==> src/rtl/fwd_hazard_unit_if.sv <==
`default_nettype none
// +----------------------------------------------------------------------------+
// | Module   : fwd_hazard_unit_if                                               |
// | Purpose  : Decode-side request and bypass-select bus for fwd_hazard_unit.   |
// |            Optional FWD_STATS_EN adds the statistics counters.              |
// | Revision : 1.0  initial release                                             |
// +----------------------------------------------------------------------------+
interface fwd_hazard_unit_if #(
  parameter int NUM_SRC   = 2,
  parameter int FWD_DEPTH = 2,
  parameter int REG_W     = 5
);
  localparam int SEL_W = $clog2(FWD_DEPTH + 1);

  logic                     id_valid;
  logic [NUM_SRC*REG_W-1:0] id_src;
  logic [NUM_SRC-1:0]       id_src_used;
  logic [REG_W-1:0]         id_rd;
  logic                     id_wen;
  logic                     id_is_load;
  logic                     id_is_late;
  logic                     pipe_stall;
  logic                     flush;
  logic [NUM_SRC*SEL_W-1:0] fwd_sel;
  logic [NUM_SRC-1:0]       fwd_late;
  logic                     hazard_stall;
`ifdef FWD_STATS_EN
  logic [31:0]              stat_fwd_cnt;
  logic [31:0]              stat_stall_cnt;

  modport master (
    output id_valid, id_src, id_src_used, id_rd, id_wen, id_is_load, id_is_late,
           pipe_stall, flush,
    input  fwd_sel, fwd_late, hazard_stall, stat_fwd_cnt, stat_stall_cnt
  );

  modport slave (
    input  id_valid, id_src, id_src_used, id_rd, id_wen, id_is_load, id_is_late,
           pipe_stall, flush,
    output fwd_sel, fwd_late, hazard_stall, stat_fwd_cnt, stat_stall_cnt
  );
`else
  modport master (
    output id_valid, id_src, id_src_used, id_rd, id_wen, id_is_load, id_is_late,
           pipe_stall, flush,
    input  fwd_sel, fwd_late, hazard_stall
  );

  modport slave (
    input  id_valid, id_src, id_src_used, id_rd, id_wen, id_is_load, id_is_late,
           pipe_stall, flush,
    output fwd_sel, fwd_late, hazard_stall
  );
`endif
endinterface
`default_nettype wire

==> src/rtl/fwd_hazard_unit.sv <==
`default_nettype none
// +----------------------------------------------------------------------------+
// | Module   : fwd_hazard_unit                                                  |
// | Purpose  : Operand bypass selection and load-use stall for the LEGv8 pipe.  |
// |            Define FWD_STATS_EN to add forwarding/stall statistics counters. |
// | Revision : 1.0  initial release                                             |
// +----------------------------------------------------------------------------+
module fwd_hazard_unit #(
  parameter int NUM_SRC   = 2,
  parameter int FWD_DEPTH = 2,
  parameter int REG_W     = 5,
  parameter int ZERO_REG  = 31
) (
  input  logic              clk,
  input  logic              reset_n,
  fwd_hazard_unit_if.slave  bus
);
  localparam int               SEL_W     = $clog2(FWD_DEPTH + 1);
  localparam logic [REG_W-1:0] ZERO_ADDR = REG_W'(ZERO_REG);

  // History index 1 is the EX-stage producer, FWD_DEPTH the oldest.
  logic [FWD_DEPTH:1]            valid_q, valid_d;
  logic [FWD_DEPTH:1]            wen_q,   wen_d;
  logic [FWD_DEPTH:1]            load_q,  load_d;
  logic [FWD_DEPTH:1]            late_q,  late_d;
  logic [FWD_DEPTH:1][REG_W-1:0] rd_q,    rd_d;

  logic [NUM_SRC-1:0][FWD_DEPTH:1] match;
  logic [NUM_SRC*SEL_W-1:0]        fwd_sel;
  logic [NUM_SRC-1:0]              fwd_late;
  logic                            hazard_stall;
  logic                            insert_bubble;

  for (genvar i = 0; i < NUM_SRC; i++) begin : g_src
    logic [REG_W-1:0] src;
    assign src = bus.id_src[i*REG_W +: REG_W];
    for (genvar k = 1; k <= FWD_DEPTH; k++) begin : g_stage
      assign match[i][k] = bus.id_src_used[i] & bus.id_valid & valid_q[k] & wen_q[k]
                         & (rd_q[k] == src) & (src != ZERO_ADDR);
    end
  end

  // Scanning oldest-to-youngest lets the youngest matching producer win.
  always_comb begin
    fwd_sel      = '0;
    fwd_late     = '0;
    hazard_stall = 1'b0;
    for (int i = 0; i < NUM_SRC; i++) begin
      for (int k = FWD_DEPTH; k >= 1; k--) begin
        if (match[i][k]) begin
          fwd_sel[i*SEL_W +: SEL_W] = SEL_W'(k);
          fwd_late[i]               = late_q[k];
        end
      end
      if (match[i][1] && load_q[1] && !bus.pipe_stall) begin
        hazard_stall = 1'b1;
      end
    end
  end

  assign bus.fwd_sel      = fwd_sel;
  assign bus.fwd_late     = fwd_late;
  assign bus.hazard_stall = hazard_stall;

  // A flushed or stalled decode slot enters EX as a single bubble.
  assign insert_bubble = hazard_stall | bus.flush;

  always_comb begin
    valid_d = valid_q;
    wen_d   = wen_q;
    load_d  = load_q;
    late_d  = late_q;
    rd_d    = rd_q;
    if (!bus.pipe_stall) begin
      for (int k = FWD_DEPTH; k >= 2; k--) begin
        valid_d[k] = valid_q[k-1];
        wen_d[k]   = wen_q[k-1];
        load_d[k]  = load_q[k-1];
        late_d[k]  = late_q[k-1];
        rd_d[k]    = rd_q[k-1];
      end
      if (insert_bubble) begin
        valid_d[1] = 1'b0;
        wen_d[1]   = 1'b0;
        load_d[1]  = 1'b0;
        late_d[1]  = 1'b0;
        rd_d[1]    = '0;
      end else begin
        valid_d[1] = bus.id_valid & bus.id_wen & (bus.id_rd != ZERO_ADDR);
        wen_d[1]   = bus.id_wen;
        load_d[1]  = bus.id_is_load;
        late_d[1]  = bus.id_is_late;
        rd_d[1]    = bus.id_rd;
      end
    end
  end

  always_ff @(posedge clk or negedge reset_n) begin
    if (!reset_n) begin
      valid_q <= '0;
      wen_q   <= '0;
      load_q  <= '0;
      late_q  <= '0;
      rd_q    <= '0;
    end else begin
      valid_q <= valid_d;
      wen_q   <= wen_d;
      load_q  <= load_d;
      late_q  <= late_d;
      rd_q    <= rd_d;
    end
  end

`ifdef FWD_STATS_EN
  logic [31:0] stat_fwd_cnt_q,   stat_fwd_cnt_d;
  logic [31:0] stat_stall_cnt_q, stat_stall_cnt_d;

  // Both counters saturate rather than wrap.
  always_comb begin
    stat_fwd_cnt_d   = stat_fwd_cnt_q;
    stat_stall_cnt_d = stat_stall_cnt_q;
    if ((|fwd_sel) && !bus.pipe_stall && !hazard_stall && (stat_fwd_cnt_q != 32'hFFFF_FFFF)) begin
      stat_fwd_cnt_d = stat_fwd_cnt_q + 32'd1;
    end
    if (hazard_stall && (stat_stall_cnt_q != 32'hFFFF_FFFF)) begin
      stat_stall_cnt_d = stat_stall_cnt_q + 32'd1;
    end
  end

  always_ff @(posedge clk or negedge reset_n) begin
    if (!reset_n) begin
      stat_fwd_cnt_q   <= '0;
      stat_stall_cnt_q <= '0;
    end else begin
      stat_fwd_cnt_q   <= stat_fwd_cnt_d;
      stat_stall_cnt_q <= stat_stall_cnt_d;
    end
  end

  assign bus.stat_fwd_cnt   = stat_fwd_cnt_q;
  assign bus.stat_stall_cnt = stat_stall_cnt_q;
`endif

endmodule
`default_nettype wire
==> src/flat_wrapper.sv <==
// flat-port wrapper written by rule: the top's interface ports become plain ports
module fwd_hazard_unit_flat 
#(
  parameter int NUM_SRC   = 2,
  parameter int FWD_DEPTH = 2,
  parameter int REG_W     = 5,
  parameter int ZERO_REG  = 31
)
  (clk, reset_n, bus_id_valid, bus_id_src, bus_id_src_used, bus_id_rd, bus_id_wen, bus_id_is_load, bus_id_is_late, bus_pipe_stall, bus_flush, bus_fwd_sel, bus_fwd_late, bus_hazard_stall);
  fwd_hazard_unit_if #(.NUM_SRC(NUM_SRC), .FWD_DEPTH(FWD_DEPTH), .REG_W(REG_W)) bus_i ();
  input  logic clk;
  input  logic reset_n;
  input wire logic [$bits(bus_i.id_valid)-1:0] bus_id_valid;
  input wire logic [$bits(bus_i.id_src)-1:0] bus_id_src;
  input wire logic [$bits(bus_i.id_src_used)-1:0] bus_id_src_used;
  input wire logic [$bits(bus_i.id_rd)-1:0] bus_id_rd;
  input wire logic [$bits(bus_i.id_wen)-1:0] bus_id_wen;
  input wire logic [$bits(bus_i.id_is_load)-1:0] bus_id_is_load;
  input wire logic [$bits(bus_i.id_is_late)-1:0] bus_id_is_late;
  input wire logic [$bits(bus_i.pipe_stall)-1:0] bus_pipe_stall;
  input wire logic [$bits(bus_i.flush)-1:0] bus_flush;
  output wire logic [$bits(bus_i.fwd_sel)-1:0] bus_fwd_sel;
  output wire logic [$bits(bus_i.fwd_late)-1:0] bus_fwd_late;
  output wire logic [$bits(bus_i.hazard_stall)-1:0] bus_hazard_stall;
  assign bus_i.id_valid = bus_id_valid;
  assign bus_i.id_src = bus_id_src;
  assign bus_i.id_src_used = bus_id_src_used;
  assign bus_i.id_rd = bus_id_rd;
  assign bus_i.id_wen = bus_id_wen;
  assign bus_i.id_is_load = bus_id_is_load;
  assign bus_i.id_is_late = bus_id_is_late;
  assign bus_i.pipe_stall = bus_pipe_stall;
  assign bus_i.flush = bus_flush;
  assign bus_fwd_sel = bus_i.fwd_sel;
  assign bus_fwd_late = bus_i.fwd_late;
  assign bus_hazard_stall = bus_i.hazard_stall;
  fwd_hazard_unit #(.NUM_SRC(NUM_SRC), .FWD_DEPTH(FWD_DEPTH), .REG_W(REG_W), .ZERO_REG(ZERO_REG)) u_core (.clk(clk), .reset_n(reset_n), .bus(bus_i));
endmodule
==> config.mk <==
export PLATFORM = sky130hd
export DESIGN_NAME = fwd_hazard_unit_flat
export DESIGN_NICKNAME = d
export VERILOG_FILES = /design/src/rtl/fwd_hazard_unit_if.sv /design/src/rtl/fwd_hazard_unit.sv /design/src/flat_wrapper.sv
export SDC_FILE = /design/constraint.sdc
export NUM_CORES = 1
export LEC_CHECK = 0
export ABC_AREA = 0
export CORE_ASPECT_RATIO = 2
export CORE_UTILIZATION = 40
export DETAILED_ROUTE_END_ITERATION = 7
export HOLD_SLACK_MARGIN = 0.12
export PLACE_DENSITY = 0.77
export REMOVE_ABC_BUFFERS = 1
export SLEW_MARGIN = 40
export SYNTH_ARGS = -nofsm -noshare
export SYNTH_HDL_FRONTEND = slang
export SYNTH_SLANG_ARGS = --single-unit
==> constraint.sdc <==
create_clock -name clk -period 1.65 [get_ports clk]
set_input_delay 0.33 -clock clk [delete_from_list [all_inputs] [get_ports clk]]
set_output_delay 0.33 -clock clk [all_outputs]
set_load 0.02 [all_outputs]
Yosys cells after proc, flatten, opt, wreduce, memory -nomap -nowiden
Cells that the tools add are included.
{ "classes": {"eq_ne": 7, "n_mux": 15, "n_bitwise": 21, "reduce_logical": 5} }
{ "ops": {"columns": ["cell", "n"], "rows": [
  ["$and 1x1->1", 20],
  ["$eq 5x5->1", 4],
  ["$ne 5x5->1 const B", 3],
  ["$mux 1", 10],
  ["$mux 2", 4],
  ["$mux 5", 1],
  ["$logic_and 1x1->1", 4],
  ["$logic_not 1->1", 1],
  ["$or 1x1->1", 1]
]} }
{ "totals": {"regBits": 17, "inputBits": 25, "output_inout_bits": 7, "word_cells": 54} }

Longest topological paths before layout
{ "depth": {"ltp_word": 11, "ltp_mapped": 5, "mapped_depth_nobuf": 5} }

Worst setup path after synthesis
OpenSTA, ideal clock, no wires.
{ "synth_path": {"kind": "register to output", "start": "register u_core.rd_q[3] (netlist name)", "end": "output bus_hazard_stall", "arrival_ns": 1.552, "required_time_ns": 1.320, "slack_ns": -0.232, "path_stages_with_launch": 5, "path_buffers": 0, "path_cell_list": "dfrtp_1 -> xnor2_1 -> nand4_1 -> nand4b_1 -> a211oi_1"} }
{ "synth_via": {"elab_chain_cells": 7, "word_cells_on_any_way": 12, "classes_between": "2 x eq/ne; 2 x mux; 4 x bitwise; 4 x reduce/logical"} }
{ "synth_lines": {"columns": ["element", "line", "rtl"], "rows": [
  ["from (decl)", "fwd_hazard_unit.sv:26", "logic [FWD_DEPTH:1][REG_W-1:0] rd_q, rd_d;"],
  ["from (signal assigned)", "fwd_hazard_unit.sv:110", "rd_q <= rd_d;"],
  ["$eq 5x5->1", "fwd_hazard_unit.sv:39", "& (rd_q[k] == src) & (src != ZERO_ADDR);"],
  ["$and 1x1->1 (2 in a row)", "fwd_hazard_unit.sv:39", null],
  ["$logic_and 1x1->1 (2 in a row)", "fwd_hazard_unit.sv:55", "if (match[i][1] && load_q[1] && !bus.pipe_stall) begin"],
  ["$mux 1", "fwd_hazard_unit.sv:55", null],
  ["$mux 1 (*)", "fwd_hazard_unit.sv:55", null],
  ["to (decl)", "flat_wrapper.sv:24", "output wire logic [$bits(bus_i.hazard_stall)-1:0] bus_hazard_stall;"]
]} }
Every way passes the cells marked *; elsewhere a longest branch is shown, timed or not.

Worst setup path in the final report
Ends and elaborated chain as after synthesis.

==> flow_metrics.env <==
export IMPL_setup_viol=9
export IMPL_worstPathMaxFanout=3
export IMPL_max_cap_viol_count=0
export IMPL_cts_hold_fix_buffers=0
export IMPL_dp_hpwl_um=2430
export IMPL_final_util_pct=70.6
export IMPL_synth_edf_count=0
export IMPL_fmax_mhz=487
export IMPL_fillers=210
export IMPL_crit_type="reg -> out"
export IMPL_layoutNonFillerInstCount=215
export IMPL_start_kind="flip-flop"
export IMPL_synth_cell_type_count=28
export IMPL_wl_per_cell_um=16.1
export IMPL_drv_slew=0
export IMPL_grt_pass1_vias=1178
export IMPL_endpoint_kind="output port"
export IMPL_outcome="finished, violations left"
export IMPL_synth_avg_cell_area_sq_um=9.55
export IMPL_synth_top_cell_by_area="dfrtp_1"
export IMPL_place_gp_congestion=0.808
export IMPL_antenna_cells=0
export IMPL_finalWirelength_um=3460
export IMPL_drc=0
export IMPL_synth_ff_type="dfrtp_1"
export IMPL_grt_use_total_pct=24.7
export IMPL_hold_viol_final=0
export IMPL_htree_num_levels=1
export IMPL_synth_common_cells="dfrtp_1, nand2_1, xor2_1, o21ai_0, xnor2_1"
export IMPL_drt_iter0_drc=28
export IMPL_fin_crit_ns=2.05
export IMPL_nNetsFinal=213
export IMPL_relSlewSlack_pct=61.1
export IMPL_ys_seq_area_share_pct=38.1
export IMPL_root_buffer="clkbuf_8"
export IMPL_yosys_warnings=0
export IMPL_io_pin_count=32
export IMPL_crit_arrival_ns=1.72
export IMPL_die_area_sq_mm=0.00302
export IMPL_clock_latency_ns=0.25
export IMPL_die_y_um=76.7
export IMPL_die_x_um=39.4
export IMPL_synth_area_sq_mm=0.00112
export IMPL_drt_pass1_iter_count=4
export IMPL_p_per_area_mw_per_mm2=688
export IMPL_antenna_found_initial=0
export IMPL_irDropWorstVdd_mv=0.613
export IMPL_place_inst=204
export IMPL_synth_cells=117
export IMPL_grt_max_degree=18
export IMPL_cts_buffers=3
export IMPL_syn_to_final_growth_pct=64.5
export IMPL_antenna_left=0
export IMPL_synth_top_area_share_pct=38.1
export IMPL_clock_path_buffers=2
export IMPL_cts_tree="done"
export IMPL_p_leak_nw=0.826
export IMPL_grt_ovfl_total=0
export IMPL_initial_utilization_pct=42.9
export IMPL_place_ws_ns=-1.18
export IMPL_fin_crit_sh_pct=124
export IMPL_worstPathRequired_ns=1.32
export IMPL_tightest_slew_ns=0.583
export IMPL_rsz0062_at_grt="yes"
export IMPL_ys_ff_latch=17
export IMPL_route_vias_total=1209
export IMPL_synth_async_sr_flop_share_pct=100
export IMPL_synth_area_leaders="dfrtp_1, xor2_1, mux2_2"
export IMPL_finClkSkew_ns=0.00334
export IMPL_whs_ns=0.390
export IMPL_grt_pass1_wl_um=5280
export IMPL_min_path_type="in -> async"
export IMPL_layout_drive_gt1_share_pct=36.9
export IMPL_violations="setup timing"
export IMPL_core_area_sq_mm=0.00260
export IMPL_rows=26
export IMPL_worst_slack_ns=-0.404
export IMPL_vias_per_cell=5.62
export IMPL_io_buffers=31
export IMPL_yosysMostFrequentCell="dfrtp_1"
export IMPL_cts_num_sinks=17
export IMPL_path_clk_slew_ns=0.06
[cell type report]
type | instances | area (sq um) | share of cell area [%]
Clock buffer | 4 | 45.0 | 2.45
Sequential cell | 17 | 425 | 23.1
Multi-Input combinational cell | 94 | 743 | 40.4
Tap cell | 28 | 35.0 | 1.91
Inverter | 4 | 15.0 | 0.817
Timing Repair Buffer | 68 | 574 | 31.2
[where the power goes]
group          leakage (nW)  internal, mW  total [mW]  switching [mW]
logic                 0.588         0.241       0.438           0.196
clock network        0.0228         0.171       0.304           0.133
registers             0.214         0.473       0.522          0.0491
total                 0.826         0.886        1.26           0.378
[final timing paths]
check	start	slack, ns	end	cells after the start
min in group clk	u_core.valid_q[2]$_DFFE_PN0N_	0.50	u_core.valid_q[2]$_DFFE_PN0N_	1
max	u_core.rd_q[3]$_DFFE_PN0N_	-0.40	bus_hazard_stall	5
max reg2reg	u_core.rd_q[4]$_DFFE_PN0N_	-0.05	u_core.rd_q[4]$_DFFE_PN0N_	5
max in group asynchronous	reset_n	1.07	u_core.rd_q[3]$_DFFE_PN0N_	2
min reg2reg	u_core.valid_q[2]$_DFFE_PN0N_	0.50	u_core.valid_q[2]$_DFFE_PN0N_	1
min	reset_n	0.39	u_core.wen_q[2]$_DFFE_PN0N_	2
[state kept, by name, summed over array words and instances, names as in the netlist]
name,flops
u_core.rd_q,10
u_core.late_q,2
u_core.valid_q,2
u_core.wen_q,2
u_core.load_q,1
[routing by layer]
layer / GRT usage (%) / up-vias / share of wire [%]
met5: 0 / - / 0
met4: 11.7 / 0 / 3.3
met3: 1.16 / 11 / 2.8
met2: 44.8 / 42 / 57
met1: 26.3 / 582 / 37
li1: - / 574 / -
[worst max-delay path, stage by stage (launching register included)]
cell and delay (ns):
dfrtp_1 0.42, xnor2_1 0.16, nand4_1 0.18, nand4b_1 0.32, a211oi_2 0.23, buf_4 0.17
[per-stage QoR]
step / TNS, ns / power [mW] / cell area (sq um)
after detailed placement: -10.93 / 0.914 / 1680
after global routing: -3.79 / 1.33 / 1840
after CTS: -3.79 / 1.23 / 1770
final: -2.47 / 1.26 / 1840
after global placement: -10.36 / 0.900 / 1680
after floorplan: -0.550 / 0.684 / 1100
[layout by cell type, fill, tap and decap left out, types with 2 or more instances in the layout]
master and instances:
nand2_1 15, dfrtp_1 17, inv_1 2, o21ai_0 5
mux2_2 7, clkdlybuf4s50_1 12, dlygate4sd2_1 11, nor4_2 2
a32oi_1 8, xor2_1 10, nand3_1 2, o21ai_2 2
and2_1 2, xnor2_1 9, o32ai_4 2, clkbuf_8 3
buf_4 40, buf_6 4, nor2_1 5, mux2i_1 2
o21ai_1 3, nand4_1 5, a31oi_1 2
[cell families after synthesis]
kind of cell / share of synthesized area (%)
and+or+nand+nor: 17.6
buffers and inverters: 2.46
DFF: 38.1
muxes: 8.85
xor gates and xnor gates: 15.7
AOI/OAI and AO/OA: 17.4
[what timing repair did]
action	in CTS	in global routing
setup endpoints to repair	16	16
setup buffers	2	4
cloned	1	0
pin swaps	14	9
gates resized for setup	60	10
No activity file was read; power rests on OpenSTA's default activity.
